**config.mk**
```make
export PLATFORM = sky130hd
export DESIGN_NAME = uart_rx
export DESIGN_NICKNAME = d
export VERILOG_FILES = /design/src/rtl/uart_rx.sv
export SDC_FILE = /design/constraint.sdc
export NUM_CORES = 1
export LEC_CHECK = 0
export ABC_AREA = 1
export CAP_MARGIN = 20
export CORE_MARGIN = 5
export CORE_UTILIZATION = 25
export DETAILED_ROUTE_END_ITERATION = 10
export PLACE_DENSITY = 0.49
export SYNTH_ARGS = -nofsm -noshare
export SYNTH_HDL_FRONTEND = slang
export SYNTH_SLANG_ARGS = --single-unit
```
**constraint.sdc**
```tcl
create_clock -name clock -period 1.5 [get_ports clock]
set_clock_uncertainty 0.2 [all_clocks]
set_input_delay 0.45 -clock clock [delete_from_list [all_inputs] [get_ports clock]]
set_output_delay 0.45 -clock clock [all_outputs]
set_load 0.1 [all_outputs]
```
**src/rtl/uart_rx.sv**
```systemverilog
// 8N1 UART receiver: 2-flop synchroniser, mid-bit sampling, one-cycle valid / framing-error pulses.
// Define UART_RX_MAJORITY_EN to decide each bit by 2-of-3 majority around the sample point.
module uart_rx #(
    parameter int unsigned FPGA_FREQ = 27,
    parameter int unsigned UART_FREQ = 115200
) (
    input  logic       clock,
    input  logic       reset,
    input  logic       rx,
    output logic [7:0] data_out,
    output logic       data_valid,
    output logic       frame_err,
    output logic       rx_busy
);

    localparam int unsigned CLKS_PER_BIT = FPGA_FREQ * 1000000 / UART_FREQ;
    localparam int unsigned HALF_BIT     = CLKS_PER_BIT / 2;
    localparam int unsigned CntW         = $clog2(CLKS_PER_BIT);

    localparam logic [CntW-1:0] BitLast = CntW'(CLKS_PER_BIT - 1);

    typedef enum logic [1:0] {StIdle, StStart, StData, StStop} state_e;

    state_e          state_q;
    logic [CntW-1:0] bit_cnt_q;
    logic [2:0]      bit_idx_q;
    logic [7:0]      shreg_q;
    logic            armed_q;
    logic            rx_meta_q;
    logic            rx_s_q;
    logic            sample;

    always_ff @(posedge clock or posedge reset) begin
        if (reset) begin
            rx_meta_q <= 1'b1;
            rx_s_q    <= 1'b1;
        end else begin
            rx_meta_q <= rx;
            rx_s_q    <= rx_meta_q;
        end
    end

`ifdef UART_RX_MAJORITY_EN
    // Decisions move one clock later so the window straddles the nominal sample point.
    localparam logic [CntW-1:0] StartPt = CntW'(HALF_BIT);

    logic [1:0] hist_q;

    always_ff @(posedge clock or posedge reset) begin
        if (reset) begin
            hist_q <= 2'b11;
        end else begin
            hist_q <= {hist_q[0], rx_s_q};
        end
    end

    always_comb begin
        sample = (hist_q[1] & hist_q[0]) | (hist_q[1] & rx_s_q) | (hist_q[0] & rx_s_q);
    end
`else
    localparam logic [CntW-1:0] StartPt = CntW'(HALF_BIT - 1);

    always_comb begin
        sample = rx_s_q;
    end
`endif

    always_ff @(posedge clock or posedge reset) begin
        if (reset) begin
            state_q    <= StIdle;
            bit_cnt_q  <= '0;
            bit_idx_q  <= '0;
            shreg_q    <= '0;
            armed_q    <= 1'b0;
            data_out   <= 8'h00;
            data_valid <= 1'b0;
            frame_err  <= 1'b0;
        end else begin
            data_valid <= 1'b0;
            frame_err  <= 1'b0;
            unique case (state_q)
                StIdle: begin
                    bit_cnt_q <= '0;
                    bit_idx_q <= '0;
                    // A line held low (break or bad stop) must go high before a new start counts.
                    if (rx_s_q) begin
                        armed_q <= 1'b1;
                    end else if (armed_q) begin
                        armed_q <= 1'b0;
                        state_q <= StStart;
                    end
                end
                StStart: begin
                    if (bit_cnt_q == StartPt) begin
                        bit_cnt_q <= '0;
                        state_q   <= sample ? StIdle : StData;
                    end else begin
                        bit_cnt_q <= bit_cnt_q + 1'b1;
                    end
                end
                StData: begin
                    if (bit_cnt_q == BitLast) begin
                        bit_cnt_q          <= '0;
                        shreg_q[bit_idx_q] <= sample;
                        bit_idx_q          <= bit_idx_q + 1'b1;
                        if (bit_idx_q == 3'd7) begin
                            state_q <= StStop;
                        end
                    end else begin
                        bit_cnt_q <= bit_cnt_q + 1'b1;
                    end
                end
                StStop: begin
                    if (bit_cnt_q == BitLast) begin
                        bit_cnt_q <= '0;
                        state_q   <= StIdle;
                        if (sample) begin
                            data_out   <= shreg_q;
                            data_valid <= 1'b1;
                        end else begin
                            frame_err <= 1'b1;
                        end
                    end else begin
                        bit_cnt_q <= bit_cnt_q + 1'b1;
                    end
                end
                default: state_q <= StIdle;
            endcase
        end
    end

    always_comb begin
        rx_busy = (state_q != StIdle);
    end

endmodule

```
==> results of run 1 <==
-- worst max-delay path, delay by kind of cell, from the launching register on --
family / cells / cell delay [ps]
buffers and inverters: 2 / 250
AND/OR/NAND/NOR: 1 / 60
flip-flops: 1 / 390
-- layout by cell type, fill, tap and decap left out, types with 5 or more instances in the layout --
cell / n
nand2_1: 41
buf_4: 28
dfrtp_1: 22
inv_1: 14
buf_12: 14
nor2_1: 12
nand2_2: 11
dfrtp_2: 10
nand3_2: 9
o21ai_1: 9
nand2_4: 5
clkbuf_8: 5
-- sequential cells by signal, summed over array words and instances (netlist names), named ones only --
| name | cells |
|---|---|
| bit_cnt_q | 8 |
| data_out | 8 |
| shreg_q | 8 |
| bit_idx_q | 3 |
| armed_q | 1 |
| data_valid | 1 |
| frame_err | 1 |
| rx_meta_q | 1 |
| rx_s_q | 1 |
| state_q | 1 |
-- per-stage QoR --
step | hold slack [ps] | std cells | worst slack, ps | total power, mW
finish | 158 | 308 | -145 | 3.17
global route | 167 | 308 | -240 | 3.37
CTS | 159 | 306 | -148 | 3.11
detailed placement | 149 | 283 | -180 | 2.03
global placement | 147 | 283 | -154 | 2.03
floorplan | 145 | 178 | -131 | 1.69
-- where the power goes --
part           internal (mW)  total, mW  switching [mW]
Clock                  0.494      0.852           0.358
Sequential              1.00       1.09          0.0832
Combinational          0.572       1.23           0.662
-- cells in the mapped netlist, types with 2 or more instances --
library cell  number  share of area [%]
nor2_4             2                1.4
nor3_1             2               0.62
a21oi_1            2               0.62
o21ai_1            8                2.5
nor2_1            12                2.8
nand3_1           12                3.7
inv_1             15                3.5
nand2_1           54                 13
nand4_1            4                1.6
nand2_4            3                2.1
ha_1               5                3.9
nor2_2             3                1.2
dfstp_2            2                3.3
inv_2              4               0.93
dfrtp_1           32                 50
o21ai_0            6                1.9
-- final cells by class --
cell class | instances | share of cell area, %
Sequential cell | 34 | 34.4
Multi-Input combinational cell | 122 | 32.0
Timing Repair Buffer | 46 | 21.2
Tap cell | 77 | 3.82
Inverter | 20 | 3.77
Clock buffer | 5 | 2.73
Clock inverter | 3 | 1.79
Timing Repair inverter | 1 | 0.348
-- metal layers --
layer / global-route usage [%] / routed length (um) / vias up
li1: - / - / 676
met1: 11.3 / 1560 / 617
met2: 14.8 / 1650 / 14
met3: 2.50 / 107 / 7
met4: 3.72 / 70 / 0
met5: 0 / 0 / -
-- worst min path at each step --
stage | startpoint | endpoint | slack (ps)
2_1_floorplan | rx_meta_q | rx_s_q | 150
3_3_place_gp | rx_meta_q | rx_s_q | 150
3_5_place_dp | rx_meta_q | rx_s_q | 150
4_1_cts | rx_meta_q | rx_s_q | 160
5_1_grt | rx_meta_q | rx_s_q | 170
6_report | rx_meta_q | rx_s_q | 160
-- what timing repair did --
| item | in CTS | in global routing |
|---|---|---|
| buffers inserted | 14 | 2 |
| resized for setup | 35 | 13 |
| hold buffers | 0 | 0 |
| pin swaps | 14 | 7 |
| cloned | 1 | 0 |
| endpoints found under the setup margin | 38 | 40 |
-- kinds of logic after synthesis --
logic type,count (synthesis),synth area share (%)
AOI/OAI and AO/OA,18,6.08
xor gates and xnor gates,2,1.09
adders and majority gates,5,3.89
DFF,34,53.1
and+or+nand+nor,97,30.1
buffers and inverters,22,5.76
==> results.txt, run 1 <==
Run status - finished, violations left
Failing checks - negative setup slack
HP Class - reg -> reg
Grt total ovfl - 0
Worst Reg-to-Reg Cells - 10
Crit start category - register
Number of synthesized flops with an enable pin - 0
Vias in the first global route - 1325
Warning count from the yosys run - 0
Max stage delay on crit path - 390 ps
Hold depth - 0
Slack of the critical path - -145 ps
Final setup TNS - -2930 ps
Drt pass-1 iters - 4
Total wire length - 3.39 mm
Max FO, Critical Path - 2
Gr usage total - 9.09%
Pins Over Slew Limit - 0
Synth Register Bits - 34
Flop2flop setup slack - -130 ps
Mean routed wirelength per cell - 11.0 um
Via density - 4.27
Fill cells - 632
Cell Pwr Density - 1260 nW/um2
Slowest CP cell - dfrtp_1
Final Wtd Congestion - 0.748
FF+latch area - 866 um2
R2r endpoint - bit_cnt_q[7]
Unrepaired setup endpoints after global routing - true
Critical Path RT - 850 ps
Final worst path period share - 110%
Die ar. - 8130 um2
Net count, final - 238
Die Span Y - 90.2 um
Std cell rows - 29
Die width - 90.2 um
Via Count - 1314
CTS Sinks - 34
Kind of critical path - reg -> out
Starting DRT DRC Count - 40
Clock Tree Root - clkbuf_8
Synthesized Nets - 186
Reg-to-reg startpoint - bit_cnt_q[0]
Clk_lat worst skew - 280 ps
Core Util, Final - 39.9%
CTS tree - done
Max-Slew Margin vs Limit - 78.7%
Peak VDD IR - 956 uV
Clock buffer depth - 2
Seq/Total Area, Yosys - 53.1%
Final hold viol count - 0
Max Freq - 608 MHz
# H-tree levels - 2
Unique masters post-synth - 28
Worst Tran Pin Value - 318 ps
Post-DP HPWL - 2.25 mm
Post-synth top flop - dfrtp_1
Crit path to - rx_busy
Mean Syn Cell Area - 9.03 um2
Post-route ant nets - 0
Io pins - 14
Initial antenna violation count - 0
Ant. Diodes - 0
Lkg Pwr - 1.19 nW
Synth Instances - 178
Final min period - 1650 ps
Mapped Area - 1610 um2
DRC viols - 0
Fraction of layout cells with a size suffix above 1 - 49.4%
CTS clk-pin slew, worst paths - 70 ps
Core area - 6310 um2
Ys async rst share - 100%
Placed cell area - 2120 um2
Multi-input gate area - 807 um2
Critical Path End Type - output port
Critical Path, Cell by Cell - inv_2 > nand2_4 > buf_12
Largest net degree at the start of global routing - 35
Inserted Clock Buffers - 5
Final setup viols - 40
First-pass GRT wire length - 6.17 mm
Synthesis-to-layout area growth - 56.9%
Starting Density - 25.4%
Buffers on Ports - 13
CP startpoint - state_q[0]
Worst EP arrival - 1000 ps
Post-route cell area - 2520 um2
Max_cap viols - 0
(Power assumes the default switching activity.)
==> run 2, diff against run 1 <==
Settings changed: SKIP_LAST_GASP set to 1.
==> run 2 against run 1 <==
Effect of this change: the flow still finishes with violations (negative setup slack); sequential cell count stayed put; hold slack stayed put; sequential share of layout area stayed put; largest cell class unchanged.
==> results.txt, run 2 (synthesis results as in run 1) <==
Crit start category - register (unchanged)
Max-Slew Margin vs Limit - 78.7% (about the same)
Critical Path, Cell by Cell - inv_2 > nand2_4 > buf_12 (unchanged)
Gr usage total - 9.09% (unchanged)
Run status - finished, violations left (unchanged)
Final Wtd Congestion - 0.748 (unchanged)
First-pass GRT wire length - 6.17 mm (unchanged)
Placed cell area - 2120 um2 (unchanged)
Worst Tran Pin Value - 319 ps (was 318 ps)
Final setup TNS - -2940 ps (was -2930 ps)
Critical Path End Type - output port (unchanged)
PnR Total Power - 3.17 mW (about the same)
Inserted Clock Buffers - 5 (unchanged)
Synthesis-to-layout area growth - 56.9% (unchanged)
Most Crowded Layer GR - met2 (unchanged)
Worst hold slack - 158 ps (unchanged)
GRT met2 Usage - 14.8% (unchanged)
Commonest non-fill, non-tap cell in the layout - nand2_1 (unchanged)
Fill cells - 632 (unchanged)
Post-DP HPWL - 2.25 mm (unchanged)
Most frequent cells in the layout - nand2_1, buf_4, dfrtp_1 (unchanged)
Unrepaired setup endpoints after global routing - true (unchanged)
Post-place setup slack - -180 ps (unchanged)
Lkg Pwr - 1.19 nW (unchanged)
Hold depth - 0 (unchanged)
Worst Reg-to-Reg Cells - 10 (unchanged)
Net count, final - 238 (unchanged)
Final hold viol count - 0 (unchanged)
Drt pass-1 iters - 4 (unchanged)
Worst EP arrival - 990 ps (was 1000 ps)
Max Freq - 608 MHz (about the same)
Core Util, Final - 39.9% (unchanged)
Largest net degree at the start of global routing - 35 (unchanged)
Buffers & Inverters on Critical Path - 2 (unchanged)
Cell Pwr Density - 1260 nW/um2 (about the same)
Flop2flop setup slack - -130 ps (about the same)
CTS Sinks - 34 (unchanged)
Die width - 90.2 um (unchanged)
# H-tree levels - 2 (unchanged)
Max stage delay on crit path - 390 ps (about the same)
Ant. Diodes - 0 (unchanged)
Clock Tree Root - clkbuf_8 (unchanged)
CTS clk-pin slew, worst paths - 70 ps (about the same)
CTS tree - done (unchanged)
Max FO, Critical Path - 2 (unchanged)
Pins Over Slew Limit - 0 (unchanged)
Final worst path period share - 110% (about the same)
Io pins - 14 (unchanged)
Total wire length - 3.39 mm (about the same)
Starting DRT DRC Count - 36 (was 40)
Mean routed wirelength per cell - 11.0 um (about the same)
Grt met3 use - 2.50% (unchanged)
Via Count - 1314 (unchanged)
Die ar. - 8130 um2 (unchanged)
Kind of critical path - reg -> out (unchanged)
Slack of the critical path - -144 ps (was -145 ps)
Layout Cells excl Fill - 308 (unchanged)
Vias in the first global route - 1325 (unchanged)
Hold buffers post-CTS - 0 (unchanged)
Global routing usage on met1 - 11.3% (unchanged)
Reg-to-reg startpoint - bit_cnt_q[0] (unchanged)
Hold Crit Start - rx_meta_q (unchanged)
Buffers on Ports - 13 (unchanged)
Final setup viols - 40 (unchanged)
Initial antenna violation count - 0 (unchanged)
Core area - 6310 um2 (unchanged)
Post-route ant nets - 0 (unchanged)
HP Class - reg -> reg (unchanged)
Final min period - 1640 ps (was 1650 ps)
Max_cap viols - 0 (unchanged)
Slowest CP cell - dfrtp_1 (unchanged)
CP delay by family, top - flip-flops (unchanged)
Critical Path RT - 850 ps (about the same)
R2r endpoint - bit_cnt_q[7] (unchanged)
Clock buffer depth - 2 (unchanged)
DP Cell Count - 283 (unchanged)
Starting Density - 25.4% (unchanged)
Die Span Y - 90.2 um (unchanged)
Hold EP - rx_s_q (unchanged)
Top flop regs - bit_cnt_q: 8 flops, data_out: 8 flops, shreg_q: 8 flops (unchanged)
Fraction of layout cells with a size suffix above 1 - 49.4% (unchanged)
Peak VDD IR - 955 uV (was 956 uV)
Failing checks - negative setup slack (unchanged)
Std cell rows - 29 (unchanged)
Via density - 4.27 (unchanged)
DRC viols - 0 (unchanged)
Clk_lat worst skew - 280 ps (about the same)
Grt total ovfl - 0 (unchanged)
Post-route cell area - 2520 um2 (unchanged)
==> run 2: cell counts in the layout (fill, tap and decap cells not counted) <==
Identical to the previous run, type by type.
==> run 2: metal layers <==
metal / routed length [um] / vias up
met5: 0 / -
met4: 70 / 0
met3: 107 / 7
met2: 1650 / 14
met1: 1560 / 616
li1: - / 677
==> run 2: how the worst max path moves through the flow <==
stage / cells past startpoint / slack [ps] / startpoint / endpoint
after detailed placement: 11 / -180 / bit_cnt_q[1] / shreg_q[5]
final: 3 / -140 / state_q[0] / rx_busy
after global placement: 11 / -150 / bit_cnt_q[1] / shreg_q[5]
after global routing: 10 / -240 / bit_cnt_q[0] / bit_cnt_q[7]
after floorplan: 12 / -130 / bit_cnt_q[1] / shreg_q[1]
after CTS: 3 / -150 / state_q[0] / rx_busy
==> run 2: repair_timing <==
| action | CTS | global route |
|---|---|---|
| pin swaps | 14 | 7 |
| gates cloned | 1 | 0 |
| buffers inserted | 14 | 2 |
| resized for setup | 34 | 14 |
| endpoints found under the setup margin | 38 | 40 |
==> run 2: area by class of cell <==
cell class	instances	area, um2	share of cell area (%)
Inverter	20	95.1	3.77
Timing Repair inverter	1	8.76	0.348
Sequential cell	34	866	34.4
Tap cell	77	96.3	3.82
Timing Repair Buffer	46	533	21.2
Clock buffer	5	68.8	2.73
Clock inverter	3	45.0	1.79
Multi-Input combinational cell	122	807	32.0
==> run 2: worst reg2reg max path, cell delays in order, from the launching register on <==
cell     delay [ps]
dfrtp_1         430
inv_1            80
ha_2            150
nand2_1          40
nor2_1          110
nand2_2          90
nand2_2         100
o21ai_4          90
buf_4           140
nand2_1          50
inv_1            30
==> run 2: where the power goes <==
| part | switching (mW) | internal [mW] | leakage [nW] |
|---|---|---|---|
| Sequential | 0.0831 | 1.00 | 0.443 |
| Combinational | 0.663 | 0.572 | 0.692 |
| Clock | 0.358 | 0.494 | 0.0504 |
| Total | 1.10 | 2.07 | 1.19 |
